<file path="src/rtl/tlc_pkg.sv">
// tlc_pkg: phase encoding and lamp constants shared by the intersection scheduler
package tlc_pkg;
   typedef enum logic [2:0] {NS_G, NS_Y, RED_A, EW_G, EW_Y, RED_B} phase_e;
   localparam logic [2:0] LT_RED = 3'b100;
   localparam logic [2:0] LT_YEL = 3'b010;
   localparam logic [2:0] LT_GRN = 3'b001;
endpackage

</file>
<file path="src/rtl/phase_timer.sv">
// phase_timer: per-phase cycle counter, cleared on phase change, saturating at all-ones
module phase_timer #(
   parameter int CNT_W = 5
) (
   input  logic             clk,
   input  logic             reset,
   input  logic             clr,
   output logic [CNT_W-1:0] cnt
);
   always_ff @(posedge clk)
      if (reset || clr) cnt <= '0;
      else if (cnt != '1) cnt <= cnt + CNT_W'(1);
endmodule

</file>
<file path="src/rtl/intersection_phase_scheduler.sv">
// intersection_phase_scheduler: two-way signal phase FSM with pedestrian walk grants and emergency preemption
module intersection_phase_scheduler
   import tlc_pkg::*;
#(
   parameter int CNT_W     = 5,
   parameter int GREEN_MIN = 8,
   parameter int GREEN_MAX = 16,
   parameter int YELLOW_T  = 3,
   parameter int ALLRED_T  = 2,
   parameter int WALK_T    = 6
) (
   input  logic       clk,
   input  logic       reset,
   input  logic       car_ns,
   input  logic       car_ew,
   input  logic       ped_req_ns,
   input  logic       ped_req_ew,
   input  logic       emerg_ns,
   input  logic       emerg_ew,
   output logic [2:0] north_south,
   output logic [2:0] east_west,
   output logic       walk_ns,
   output logic       walk_ew,
   output logic [2:0] phase
);
   localparam logic [CNT_W-1:0] C_GMIN = CNT_W'(GREEN_MIN - 1);
   localparam logic [CNT_W-1:0] C_GMAX = CNT_W'(GREEN_MAX - 1);
   localparam logic [CNT_W-1:0] C_YEL  = CNT_W'(YELLOW_T - 1);
   localparam logic [CNT_W-1:0] C_RED  = CNT_W'(ALLRED_T - 1);
   localparam logic [CNT_W-1:0] C_WALK = CNT_W'(WALK_T);

   phase_e           state, state_next;
   logic [CNT_W-1:0] cnt;
   logic             ped_lat_ns, ped_lat_ew, walk_gnt_ns, walk_gnt_ew;
   logic             ns_done, ew_done, entry_ns, entry_ew;

   phase_timer #(.CNT_W(CNT_W)) u_timer (
      .clk   (clk),
      .reset (reset),
      .clr   (state_next != state),
      .cnt   (cnt)
   );

   assign ns_done  = cnt >= C_GMIN && (car_ew || ped_lat_ew) && (cnt >= C_GMAX || !car_ns);
   assign ew_done  = cnt >= C_GMIN && (car_ns || ped_lat_ns) && (cnt >= C_GMAX || !car_ew);
   assign entry_ns = state_next == NS_G && state != NS_G;
   assign entry_ew = state_next == EW_G && state != EW_G;

   // NS preemption outranks EW, so only EW_G yields to a simultaneous request
   always_comb begin
      state_next = state;
      case (state)
         NS_G:    state_next = (!emerg_ns && (emerg_ew || ns_done)) ? NS_Y : NS_G;
         NS_Y:    state_next = (cnt == C_YEL) ? RED_A : NS_Y;
         RED_A:   state_next = (cnt == C_RED) ? EW_G : RED_A;
         EW_G:    state_next = (emerg_ns || (!emerg_ew && ew_done)) ? EW_Y : EW_G;
         EW_Y:    state_next = (cnt == C_YEL) ? RED_B : EW_Y;
         default: state_next = (cnt == C_RED) ? NS_G : RED_B;
      endcase
   end

   // a request on the entry edge re-arms the latch for the following green
   always_ff @(posedge clk)
      if (reset) begin
         state       <= RED_B;
         ped_lat_ns  <= 1'b0;
         ped_lat_ew  <= 1'b0;
         walk_gnt_ns <= 1'b0;
         walk_gnt_ew <= 1'b0;
      end else begin
         state       <= state_next;
         ped_lat_ns  <= entry_ns ? ped_req_ns : (ped_lat_ns || ped_req_ns);
         ped_lat_ew  <= entry_ew ? ped_req_ew : (ped_lat_ew || ped_req_ew);
         walk_gnt_ns <= entry_ns ? ped_lat_ns : walk_gnt_ns;
         walk_gnt_ew <= entry_ew ? ped_lat_ew : walk_gnt_ew;
      end

   assign north_south = state == NS_G ? LT_GRN : state == NS_Y ? LT_YEL : LT_RED;
   assign east_west   = state == EW_G ? LT_GRN : state == EW_Y ? LT_YEL : LT_RED;
   assign walk_ns     = state == NS_G && walk_gnt_ns && cnt < C_WALK;
   assign walk_ew     = state == EW_G && walk_gnt_ew && cnt < C_WALK;
   assign phase       = state;
endmodule
</file>
<file path="config.mk">
export PLATFORM = sky130hd
export DESIGN_NAME = intersection_phase_scheduler
export DESIGN_NICKNAME = d
export VERILOG_FILES = /design/src/rtl/tlc_pkg.sv /design/src/rtl/phase_timer.sv /design/src/rtl/intersection_phase_scheduler.sv
export SDC_FILE = /design/constraint.sdc
export NUM_CORES = 1
export LEC_CHECK = 0
export CORE_UTILIZATION = 49
export CTS_BUF_LIST = sky130_fd_sc_hd__clkbuf_16
export DETAILED_ROUTE_END_ITERATION = 7
export MAX_ROUTING_LAYER = met4
export PLACE_DENSITY = 0.78
export SYNTH_ARGS = -nofsm -noshare
export SYNTH_HDL_FRONTEND = slang
export SYNTH_HIERARCHICAL = 1
export SYNTH_SLANG_ARGS = --single-unit
</file>
<file path="constraint.sdc">
create_clock -name clk -period 4.8 [get_ports clk]
set_input_delay 0.96 -clock clk [delete_from_list [all_inputs] [get_ports clk]]
set_output_delay 0.96 -clock clk [all_outputs]
set_load 0.01 [all_outputs]
</file>
---- Word-level counts from Yosys, hierarchy flattened ----
Index checks and enable logic that the tools add are counted.
storage, ports and cells
  register bits after elaboration ......... 12
  input bits .............................. 8
  output and inout bits ................... 11
  logic and storage cells ................. 61
cells by class
  add/sub/neg operators ................... 1
  magnitude comparators ................... 3
  eq/ne operators ......................... 10
  mux-type cells .......................... 13
  reductions and logical operators ........ 28
operators with widths
  kind                                                                                 count
  3-bit 2-to-1 mux                                                                     6
  3-bit case mux with 5 select lines                                                   1
  1-bit logical AND                                                                    12
  3-bit by 2-bit equality test with 1-bit output, second input constant                3
  1-bit logical OR                                                                     9
  3-bit logical NOT                                                                    2
  5-bit by 1-bit adder with 5-bit output, second input constant                        1
  5-bit by 1-bit equality test with 1-bit output, second input constant                1
  5-bit by 2-bit equality test with 1-bit output, second input constant                1
  5-bit by 3-bit greater-or-equal comparator with 1-bit output, second input constant  1
  5-bit by 4-bit greater-or-equal comparator with 1-bit output, second input constant  1
  5-bit by 3-bit less-than comparator with 1-bit output, second input constant         1
  1-bit 2-to-1 mux                                                                     5
  5-bit != test, second input constant                                                 1
  1-bit logical NOT                                                                    4
  3-bit by 1-bit equality test with 1-bit output, second input constant                1
  3-bit equality test, second input constant                                           1
  3-bit by 2-bit != test with 1-bit output, second input constant                      1
  3-bit != test                                                                        1
  3-bit nonzero test                                                                   1
  2-bit 2-to-1 mux                                                                     1

---- Depth between registers and ports, before layout ----
Gate-level depths: netlist (run 1).
  depth after elaboration ................. 10
  mapped depth ............................ 7
  gate-level depth less buffers ........... 7

---- Cells and area by module ----
The synthesis (run 1) kept the hierarchy.
modules (own cells, without submodules)
  module                        instances  cells an instance  area each (µm²)
  intersection_phase_scheduler  1          62                 490.5
  phase_timer                   1          21                 217.7

---- Worst setup path after synthesis (run 1) ----
Ideal clock, no wire load.
  kind .................................... register -> output
  start point ............................. register state[0] (netlist: phase[0])
  end point ............................... output walk_ew
  arrival ................................. 1.278 ns
  required time ........................... 3.840 ns
  slack ................................... 2.562 ns
  stages on the path, launching flop included .. 5
  cells stage by stage .................... dfxtp_1 -> clkbuf_1 -> nand2_1 -> nor2_1 -> and3_1
on the way
  cells in the longest elaborated chain, start to end .. 3
RTL lines
  item                                            line                                source
  start: declaration                              intersection_phase_scheduler.sv:32  phase_e state, state_next;
  start signal: assignment                        intersection_phase_scheduler.sv:71  state <= state_next;
  3-bit by 2-bit equality test with 1-bit output  intersection_phase_scheduler.sv:81  assign walk_ew = state == EW_G && walk_gnt_ew && cnt < C_WALK;
  1-bit logical AND (2 in series)                 intersection_phase_scheduler.sv:81
  end: declaration                                intersection_phase_scheduler.sv:23  output logic walk_ew,
No other way between the ends.

---- Final worst setup path (run 1) ----
  start point ............................. register state[2] (netlist: phase[2])
  end point ............................... output walk_ns
on the way
  cells in the longest elaborated chain, start to end .. 3
RTL lines
  item                             line                                source
  3-bit logical NOT                intersection_phase_scheduler.sv:80  assign walk_ns = state == NS_G && walk_gnt_ns && cnt < C_WALK;
  1-bit logical AND (2 in series)  intersection_phase_scheduler.sv:80
  end: declaration                 intersection_phase_scheduler.sv:22  output logic walk_ns,
No other way between the ends.

==> impl_results.md, run 1 <==
- CTS Sinks: 12
- CP Launch Type: flop
- Ys async rst share: 0%
- Seq/Total Area, Yosys: 33.9%
- Antenna fix cells: 0
- Main combinational cell family by area after synthesis: simple AND/OR/NAND/NOR gates
- Net Count, Synth: 93
- Top Ports: 19
- Hold crit path type: flop to flop
- Initial core utilization: 53.8%
- TNS Setup: 0 ps
- FF-to-FF path depth: 7
- Pwr dens: 512 nW/um2
- Critical path type: flop to primary output
- Port bufs: 18
- CTS resizes: 0
- Gr usage total: 25.1%
- Die width: 40.0 um
- Max-cap viol count: 0
- Yosys reg bits: 12
- Most common cell after layout, fill and taps aside: nor2_1
- Slew Viols, Final: 0
- Area leader, netlist: dfxtp_1
- Synth Area in Simple Gates: 27.4%
- Clk_lat worst skew: 240 ps
- Rel. slew slack: 67.5%
- Vias/cell: 5.98
- Post-synthesis cell count: 83
- CTS H-Tree Depth: 1
- Worst Tran Pin Value: 483 ps
- Die area: 1600 um2
- Post-synth EDFFs: 0
- Tmin final: 2910 ps
- Synth cell types: 35
- TritonCTS buffer count: 3
- Worst clock skew: 2.92 ps
- Critical path fanouts, max: 12
- LEAKAGE: 0.396 nW
- # rows: 13
- Most frequent cells in the layout: nor2_1 (19), clkdlybuf4s50_1 (18), dfxtp_1 (12), mux2i_1 (4)
- Area growth, synth to finish: 38.2%
- First-pass GRT wire length: 2530 um
- Area share of fa/ha/maj cells after synthesis: 3.53%
- Worst-path clk slew: 40 ps
- Total Wirelength: 1650 um
- Avg Cell Area, Syn: 8.53 um2
- Via Count: 706
- GPL Wtd Cong: 0.822
- RSZ-0062 raised after global routing: no
- Hold-fix buffers at CTS: 0
- Crit end category: primary output
- CTS root buf: clkbuf_16
- Final setup viols: 0
- Required @ worst endpoint: 3840 ps
- Syn. warnings: 6
- Arr. time, crit path: 1950 ps
- Fin util: 74.3%
- DRT iter0 DRCs: 25
- Outcome: finished, final reports clean
- Main area contributors after synthesis: dfxtp_1 (34%), nor2_1 (10%), mux2i_1 (5.7%), ha_1 (3.5%), a31oi_1 (2.7%)
- Clock Tree Buf Depth: 2
- Syn Std Cell Area: 708 um2
- Final #Nets: 114
- Post-DP HPWL: 1160 um
- Layout cells sized above 1: 7.77%
- Setup Fix Bufs, Post-CTS: 0
- Synth top area share: 33.9%
- Mux share of post-synthesis cell area: 5.65%
- Initial antenna violation count: 0
- Most used DFF post-synth: dfxtp_1
- Pre-CTS setup slack: 1910 ps
- Largest net degree at the start of global routing: 13
- Synth Area in Compound Gates: 23.7%
- Core area: 1320 um2
- Worst vdd ir: 0.343 mV
- Max Fclk: 344 MHz
- WL per Instance: 13.9 um
- Final Cycle Share: 60.5%
- Die Span Y: 40.0 um
- # DRC: 0
- Vias in the first global route: 584
- Worst setup margin: 1890 ps
- Fin. Hold Viols: 0
- Post-DRT Antenna Nets: 0
- Drt first pass iters: 4
- Congestion Overflow GR: 0
- Synth Area in XOR/XNOR: 3.71%
- CTS tree: done
- Hold path cells: 2
Yosys cell counts, types with 2 or more instances:
master	instances
nor2_1	19
dfxtp_1	12
mux2i_1	4
a31oi_1	3
and3_1	3
a211oi_1	2
a21oi_1	2
and2_1	2
clkbuf_1	2
ha_1	2
inv_1	2
nand2_1	2
nand2b_1	2
nand3b_1	2
nor2b_1	2
nor4_1	2
xor2_1	2
worst paths after layout:
path / startpoint / to / slack (ps)
worst max-delay path: phase[2]$_SDFF_PP1_ / walk_ns / 1890
worst min-delay path: walk_gnt_ns$_SDFFE_PP0P_ / walk_gnt_ns$_SDFFE_PP0P_ / 490
worst max register to register: u_timer/cnt[0]$_SDFFE_PP0P_ / u_timer/cnt[3]$_SDFFE_PP0P_ / 2640
worst min register to register: walk_gnt_ns$_SDFFE_PP0P_ / walk_gnt_ns$_SDFFE_PP0P_ / 490
cell families (layout without fill, tap and decap cells):
group	Yosys count	count (layout)
muxes	4	4
DFF	12	12
and+or+nand+nor	39	39
xor gates and xnor gates	3	3
AOI/OAI and AO/OA	19	19
buffers and inverters	4	24
adders and majority gates	2	2
power by group:
part	switching, W	total, W	internal, W
Clock	0.0000406	0.000150	0.000109
Sequential	0.0000418	0.000161	0.000119
Combinational	0.0000866	0.000190	0.000104
critical path: stages (launching register included):
cell,delay (ps)
dfxtp_1,400
or2_2,370
nor2_1,220
and3_1,190
clkdlybuf4s50_1,530
registers in the layout, summed over array words and instances (netlist names):
signal,cells
walk_gnt_ew,1
u_timer/cnt,5
phase,3
walk_gnt_ns,1
ped_lat_ns,1
ped_lat_ew,1
area by class of cell:
class,count,area [um2]
Multi-Input combinational cell,67,453
Fill cell,98,339
Sequential cell,12,240
Timing Repair Buffer,18,180
Clock buffer,3,75.1
Tap cell,15,18.8
Inverter,2,7.51
Clock inverter,1,3.75
metal layers:
layer	GRT usage, %	part of all wire, %	up-vias
met4	12.9	1.6	0
met2	35.5	47	28
met3	6.67	5.8	5
li1	-	-	351
met5	-	0	-
met1	32.5	45	322
per-stage QoR:
stage / hold slack [ps] / cell area (um2) / instances / total power [W]
2_1_floorplan: 455 / 708 / 83 / 0.000278
3_3_place_gp: 474 / 900 / 114 / 0.000348
3_5_place_dp: 484 / 900 / 114 / 0.000350
4_1_cts: 497 / 978 / 118 / 0.000503
5_1_grt: 531 / 978 / 118 / 0.000537
6_report: 494 / 978 / 118 / 0.000501
Power figures use the tool's default switching activity.
==> run 2, diff against run 1 <==
--- a/config.mk
+++ b/config.mk
@@ -5,11 +5,11 @@
 export SDC_FILE = /design/constraint.sdc
 export NUM_CORES = 1
 export LEC_CHECK = 0
-export CORE_UTILIZATION = 49
+export CORE_UTILIZATION = 41
 export CTS_BUF_LIST = sky130_fd_sc_hd__clkbuf_16
 export DETAILED_ROUTE_END_ITERATION = 7
 export MAX_ROUTING_LAYER = met4
-export PLACE_DENSITY = 0.78
+export PLACE_DENSITY = 0.69
 export SYNTH_ARGS = -nofsm -noshare
 export SYNTH_HDL_FRONTEND = slang
 export SYNTH_HIERARCHICAL = 1
==> constraint.sdc (replaced) <==
create_clock -name clk -period 2.4 [get_ports clk]
set_input_delay 0.48 -clock clk [delete_from_list [all_inputs] [get_ports clk]]
set_output_delay 0.48 -clock clk [all_outputs]
set_load 0.01 [all_outputs]
==> run 2 against run 1 <==
Net effect:
- the run now ends with design-rule violations left
- setup slack got worse by 1800 ps
- count of clock-buffer cells in the layout did not move
- sequential cell count is the same
- clock power grew 110%
- utilization decreased by 10 points
- final area is 2.4% higher
- routed wire length rose by 2.8%
- non-clock buffer count increased by 3
==> impl_results.md, run 2 (synthesis gave the netlist of run 1 again) <==
- Critical path type: flop to primary output
- Area growth, synth to finish: 41.5%
- Worst clock skew: 0.869 ps (-2.05 ps)
- CTS resizes: 0 (unchanged)
- Max FFs per register: 5 (unchanged)
- First-pass GRT wire length: 2840 um (+12%)
- Vias/cell: 5.82 (-2.7%)
- Die Span Y: 43.6 um (+8.9%)
- Layout cells sized above 1: 10.4% (+2.6 points)
- Worst setup margin: 112 ps (-1780 ps)
- # rows: 14 (+1)
- Hold WS: 496 ps (+2.35 ps)
- Max-cap viol count: 0 (unchanged)
- Core area: 1560 um2 (+18%)
- Post-DP HPWL: 1190 um (+2.3%)
- Gr usage total: 21.5% (-3.6 points)
- Post-DRT Antenna Nets: 0 (unchanged)
- Arr. time, crit path: 1810 ps (-140 ps)
- CP startpoint: phase[1]$_SDFF_PP0_
- Rel. slew slack: 62.3% (-5.2 points)
- Initial antenna violation count: 0 (unchanged)
- CTS H-Tree Depth: 1 (unchanged)
- RSZ-0062 raised after global routing: no
- Hold-fix buffers at CTS: 0 (unchanged)
- Total Wirelength: 1690 um (+2.8%)
- Worst Tran Pin Value: 560 ps (+76.7 ps)
- Final Cycle Share: 95.3%
- CTS Sinks: 12 (unchanged)
- Initial core utilization: 45.4% (-8.3 points)
- Clock Tree Buf Depth: 2 (unchanged)
- Antenna fix cells: 0 (unchanged)
- Worst vdd ir: 0.589 mV (+72%)
- DRT iter0 DRCs: 28 (+12%)
- Most common cell after layout, fill and taps aside: nor2_1
- Final #Nets: 117 (+2.6%)
- TritonCTS buffer count: 3 (unchanged)
- Reg2Reg Launch Point: u_timer/cnt[0]$_SDFFE_PP0P_
- Vias in the first global route: 640 (+9.6%)
- Fillers: 129 (+32%)
- Top Ports: 19 (unchanged)
- Pre-CTS setup slack: -3.82 ps (-1910 ps)
- Violated checks: design-rule violations
- # DRC: 2 (+2)
- Pwr dens: 1030 nW/um2 (+100%)
- TNS Setup: 0 ps (unchanged)
- Hold crit path type: flop to flop
- CTS tree: done
- Most frequent cells in the layout: nor2_1 (19), clkdlybuf4s50_1 (18), dfxtp_1 (12), mux2i_1 (4)
- Congestion Overflow GR: 0 (unchanged)
- CP Launch Type: flop
- Hold_sp: walk_gnt_ew$_SDFFE_PP0P_
- Via Count: 710 (+0.57%)
- Die width: 43.6 um (+8.9%)
- Fin util: 64.3% (-10 points)
- Largest net degree at the start of global routing: 12 (-1)
- Final setup viols: 0 (unchanged)
- Tmin final: 2290 ps
- Outcome: finished, violations left
- Slew Viols, Final: 0 (unchanged)
- LEAKAGE: 0.411 nW (+3.8%)
- Critical path fanouts, max: 9 (-3)
- Drt first pass iters: 6 (+2)
- Worst-path clk slew: 40 ps (about the same)
- Required @ worst endpoint: 1920 ps (-1920 ps)
- Die area: 1900 um2 (+19%)
- GPL Wtd Cong: 0.830 (+1.0%)
- Max Fclk: 437 MHz
- WL per Instance: 13.9 um (-0.58%)
- Clk_lat worst skew: 240 ps (about the same)
- Biggest register: u_timer/cnt
- CTS root buf: clkbuf_16
- Setup Fix Bufs, Post-CTS: 0 (unchanged)
- Port bufs: 18 (unchanged)
- Fin. Hold Viols: 0 (unchanged)
- Crit end category: primary output
run 2: cell types whose count changed in the layout (fill, tap and decap cells not counted), sizes merged:
cell  before  now
buf        0    3
run 2: path summary, 6_finish.rpt:
path | end | slack (ps) | cells past startpoint
worst max-delay path | walk_ns | 110 | 4
worst min-delay path | walk_gnt_ew$_SDFFE_PP0P_ | 500 | 2
worst max register to register | u_timer/cnt[3]$_SDFFE_PP0P_ | 250 | 7
worst min register to register | walk_gnt_ew$_SDFFE_PP0P_ | 500 | 2
run 2: power breakdown:
group / leakage, nW / switching (W) / total (W) / internal, W
registers: 0.0983 / 0.0000668 / 0.000305 / 0.000239
logic: 0.274 / 0.000197 / 0.000416 / 0.000219
clock network: 0.0385 / 0.0000900 / 0.000310 / 0.000220
run 2: metrics by stage:
stage	total power [W]	area, um2	cells
final	0.00103	1000	122
after global placement	0.000715	923	118
after global routing	0.00110	1000	122
after floorplan	0.000556	708	83
after detailed placement	0.000717	923	118
after CTS	0.00104	1000	122
run 2: worst max-delay path, stage by stage, from the launching register on:
cell	delay (ps)
dfxtp_1	380
or2_2	340
nor2_1	150
and3_1	170
clkdlybuf4s50_1	530
run 2: layout make-up:
cell class | instances | area (um2) | area share (%)
multi-input combinational | 67 | 453 | 45.2
sequential | 12 | 240 | 24.0
timing repair buffer | 21 | 203 | 20.2
clock buffer | 3 | 75.1 | 7.49
tap | 16 | 20.0 | 2.00
inverter | 2 | 7.51 | 0.749
clock inverter | 1 | 3.75 | 0.375
run 2: per-layer routing:
layer | vias up | track usage (%) | wire [um]
met5 | - | - | 0
met4 | 0 | 11.3 | 29
met3 | 4 | 6.25 | 86
met2 | 29 | 29.6 | 753
met1 | 321 | 28.4 | 823
li1 | 356 | - | -
==> run 3, diff against run 2 <==
--- a/config.mk
+++ b/config.mk
@@ -5,6 +5,7 @@
 export SDC_FILE = /design/constraint.sdc
 export NUM_CORES = 1
 export LEC_CHECK = 0
+export CORE_MARGIN = 1.5
 export CORE_UTILIZATION = 41
 export CTS_BUF_LIST = sky130_fd_sc_hd__clkbuf_16
 export DETAILED_ROUTE_END_ITERATION = 7
==> run 3 against run 2 <==
Net effect:
- largest cell class unchanged
- the flow still finishes with violations (design-rule violations)
- combinational power increased by 1%
- power decreased by 0.29%
- non-clock buffer count unchanged
- routed wire length increased by 1.9%
- hold slack got worse by 5.2 ps
- setup slack got worse by 7.0 ps
- via count unchanged
- first-iteration DRC count decreased by 21%
==> impl_results.md, run 3 (synthesis gave the netlist of run 1 again) <==
- Outcome: finished, violations left
- Violated checks: design-rule violations
- # DRC: 1 (-1)
- Hold-fix buffers at CTS: 0 (unchanged)
- DRT iter0 DRCs: 22 (-21%)
- Required @ worst endpoint: 1920 ps (about the same)
- Tmin final: 2300 ps (+7.02 ps)
- Worst-path clk slew: 40 ps (about the same)
- Setup Fix Bufs, Post-CTS: 0 (unchanged)
- Worst Tran Pin Value: 497 ps (-63.0 ps)
- Most frequent cells in the layout: nor2_1 (19), clkdlybuf4s50_1 (18), dfxtp_1 (12), mux2i_1 (4)
- Area growth, synth to finish: 41.5% (unchanged)
- Cell Chain, Critical Path: or2_2, nor2_1, and3_1, clkdlybuf4s50_1
- Hold crit path type: flop to flop
- Pre-CTS setup slack: 21.6 ps (+25.4 ps)
- Pwr dens: 1030 nW/um2 (-0.29%)
- CP Launch Type: flop
- Post-DP HPWL: 1250 um (+5.5%)
- Worst clock skew: 1.03 ps (+0.160 ps)
- Max Fclk: 436 MHz (-0.31%)
- Rel. slew slack: 66.9% (+4.5 points)
- CP max stage delay: 530 ps (about the same)
- Final setup viols: 0 (unchanged)
- Clock Tree Buf Depth: 2 (unchanged)
- Total Wirelength: 1720 um (+1.9%)
- Worst vdd ir: 0.574 mV (-2.6%)
- Crit end category: primary output
- Die area: 1990 um2 (+4.6%)
- First-pass GRT wire length: 2750 um (-3.1%)
- Clk_lat worst skew: 240 ps (about the same)
- Biggest register: u_timer/cnt
- TNS Setup: 0 ps (unchanged)
- Most common cell after layout, fill and taps aside: nor2_1
- Worst setup margin: 105 ps (-7.02 ps)
- # placed instances: 118 (unchanged)
- Drt first pass iters: 6 (unchanged)
- CTS Sinks: 12 (unchanged)
- Gr usage total: 20.6% (-0.98 points)
- Die Span Y: 44.6 um (+2.3%)
- TritonCTS buffer count: 3 (unchanged)
- Via Count: 710 (unchanged)
- WL per Instance: 14.1 um (+1.9%)
- CTS root buf: clkbuf_16
- Post-DRT Antenna Nets: 0 (unchanged)
- # rows: 14 (unchanged)
- CTS H-Tree Depth: 1 (unchanged)
- Antenna fix cells: 0 (unchanged)
- Layout cells sized above 1: 10.4% (unchanged)
- Top Ports: 19 (unchanged)
- Port bufs: 18 (unchanged)
- Slowest stage cell on the critical path: clkdlybuf4s50_1
- Post-Layout Cell Count: 122 (unchanged)
- Vias/cell: 5.82 (unchanged)
- Fin. Hold Viols: 0 (unchanged)
- Die width: 44.6 um (+2.3%)
- CTS resizes: 0 (unchanged)
- Slew Viols, Final: 0 (unchanged)
- Initial antenna violation count: 0 (unchanged)
- Final #Nets: 117 (unchanged)
- Critical path type: flop to primary output
- Congestion Overflow GR: 0 (unchanged)
- Initial core utilization: 45.4% (unchanged)
- Largest net degree at the start of global routing: 12 (unchanged)
- Arr. time, crit path: 1820 ps (about the same)
- Critical path fanouts, max: 9 (unchanged)
- Max-cap viol count: 0 (unchanged)
- GPL Wtd Cong: 0.836 (+0.63%)
- CTS tree: done
- Max FFs per register: 5 (unchanged)
- Fillers: 145 (+12%)
- Vias in the first global route: 608 (-5.0%)
- Final Cycle Share: 95.6% (+0.29 points)
- LEAKAGE: 0.411 nW (unchanged)
- Core area: 1560 um2 (unchanged)
- RSZ-0062 raised after global routing: no
run 3: cell counts in the layout (fill, tap and decap cells not counted):
No cell type changed its count.
run 3: path summary, 6_finish.rpt:
kind,depth (start not counted),end,slack [ps],start
worst max-delay path,4,walk_ns,100,phase[1]$_SDFF_PP0_
worst min-delay path,2,walk_gnt_ns$_SDFFE_PP0P_,490,walk_gnt_ns$_SDFFE_PP0P_
worst max register to register,7,u_timer/cnt[3]$_SDFFE_PP0P_,290,u_timer/cnt[2]$_SDFFE_PP0P_
worst min register to register,2,walk_gnt_ns$_SDFFE_PP0P_,490,walk_gnt_ns$_SDFFE_PP0P_
run 3: worst max-delay path: cells and delay by family (launching register included):
kind,cells,cell delay (ps)
simple gates,3,670
flops,1,380
buf+inv,1,530
run 3: stage by stage:
step	instance area [um2]	hold WS, ps	util, %	power [W]
finish	1000	491	64.3	0.00103
global route	1000	526	64.3	0.00110
detailed placement	923	486	59.2	0.000718
global placement	923	474	59.2	0.000715
floorplan	708	455	-	0.000556
CTS	1000	497	64.3	0.00103
run 3: where the power goes:
group	switching [W]	internal [W]
Clock	0.0000863	0.000219
Sequential	0.0000623	0.000239
Combinational	0.000203	0.000219
run 3: layout make-up:
cell class	count	area (um2)	area share, %
clock buffer	3	75.1	7.49
multi-input combinational	67	453	45.2
sequential	12	240	24.0
inverter	2	7.51	0.749
clock inverter	1	3.75	0.375
timing repair buffer	21	203	20.2
tap	16	20.0	2.00
run 3: layer usage:
layer	wire, um	GRT usage (%)	vias to the layer above
li1	-	-	358
met1	813	26.6	325
met2	773	27.8	21
met3	80	5.71	6
met4	57	12.7	0
met5	0	-	-
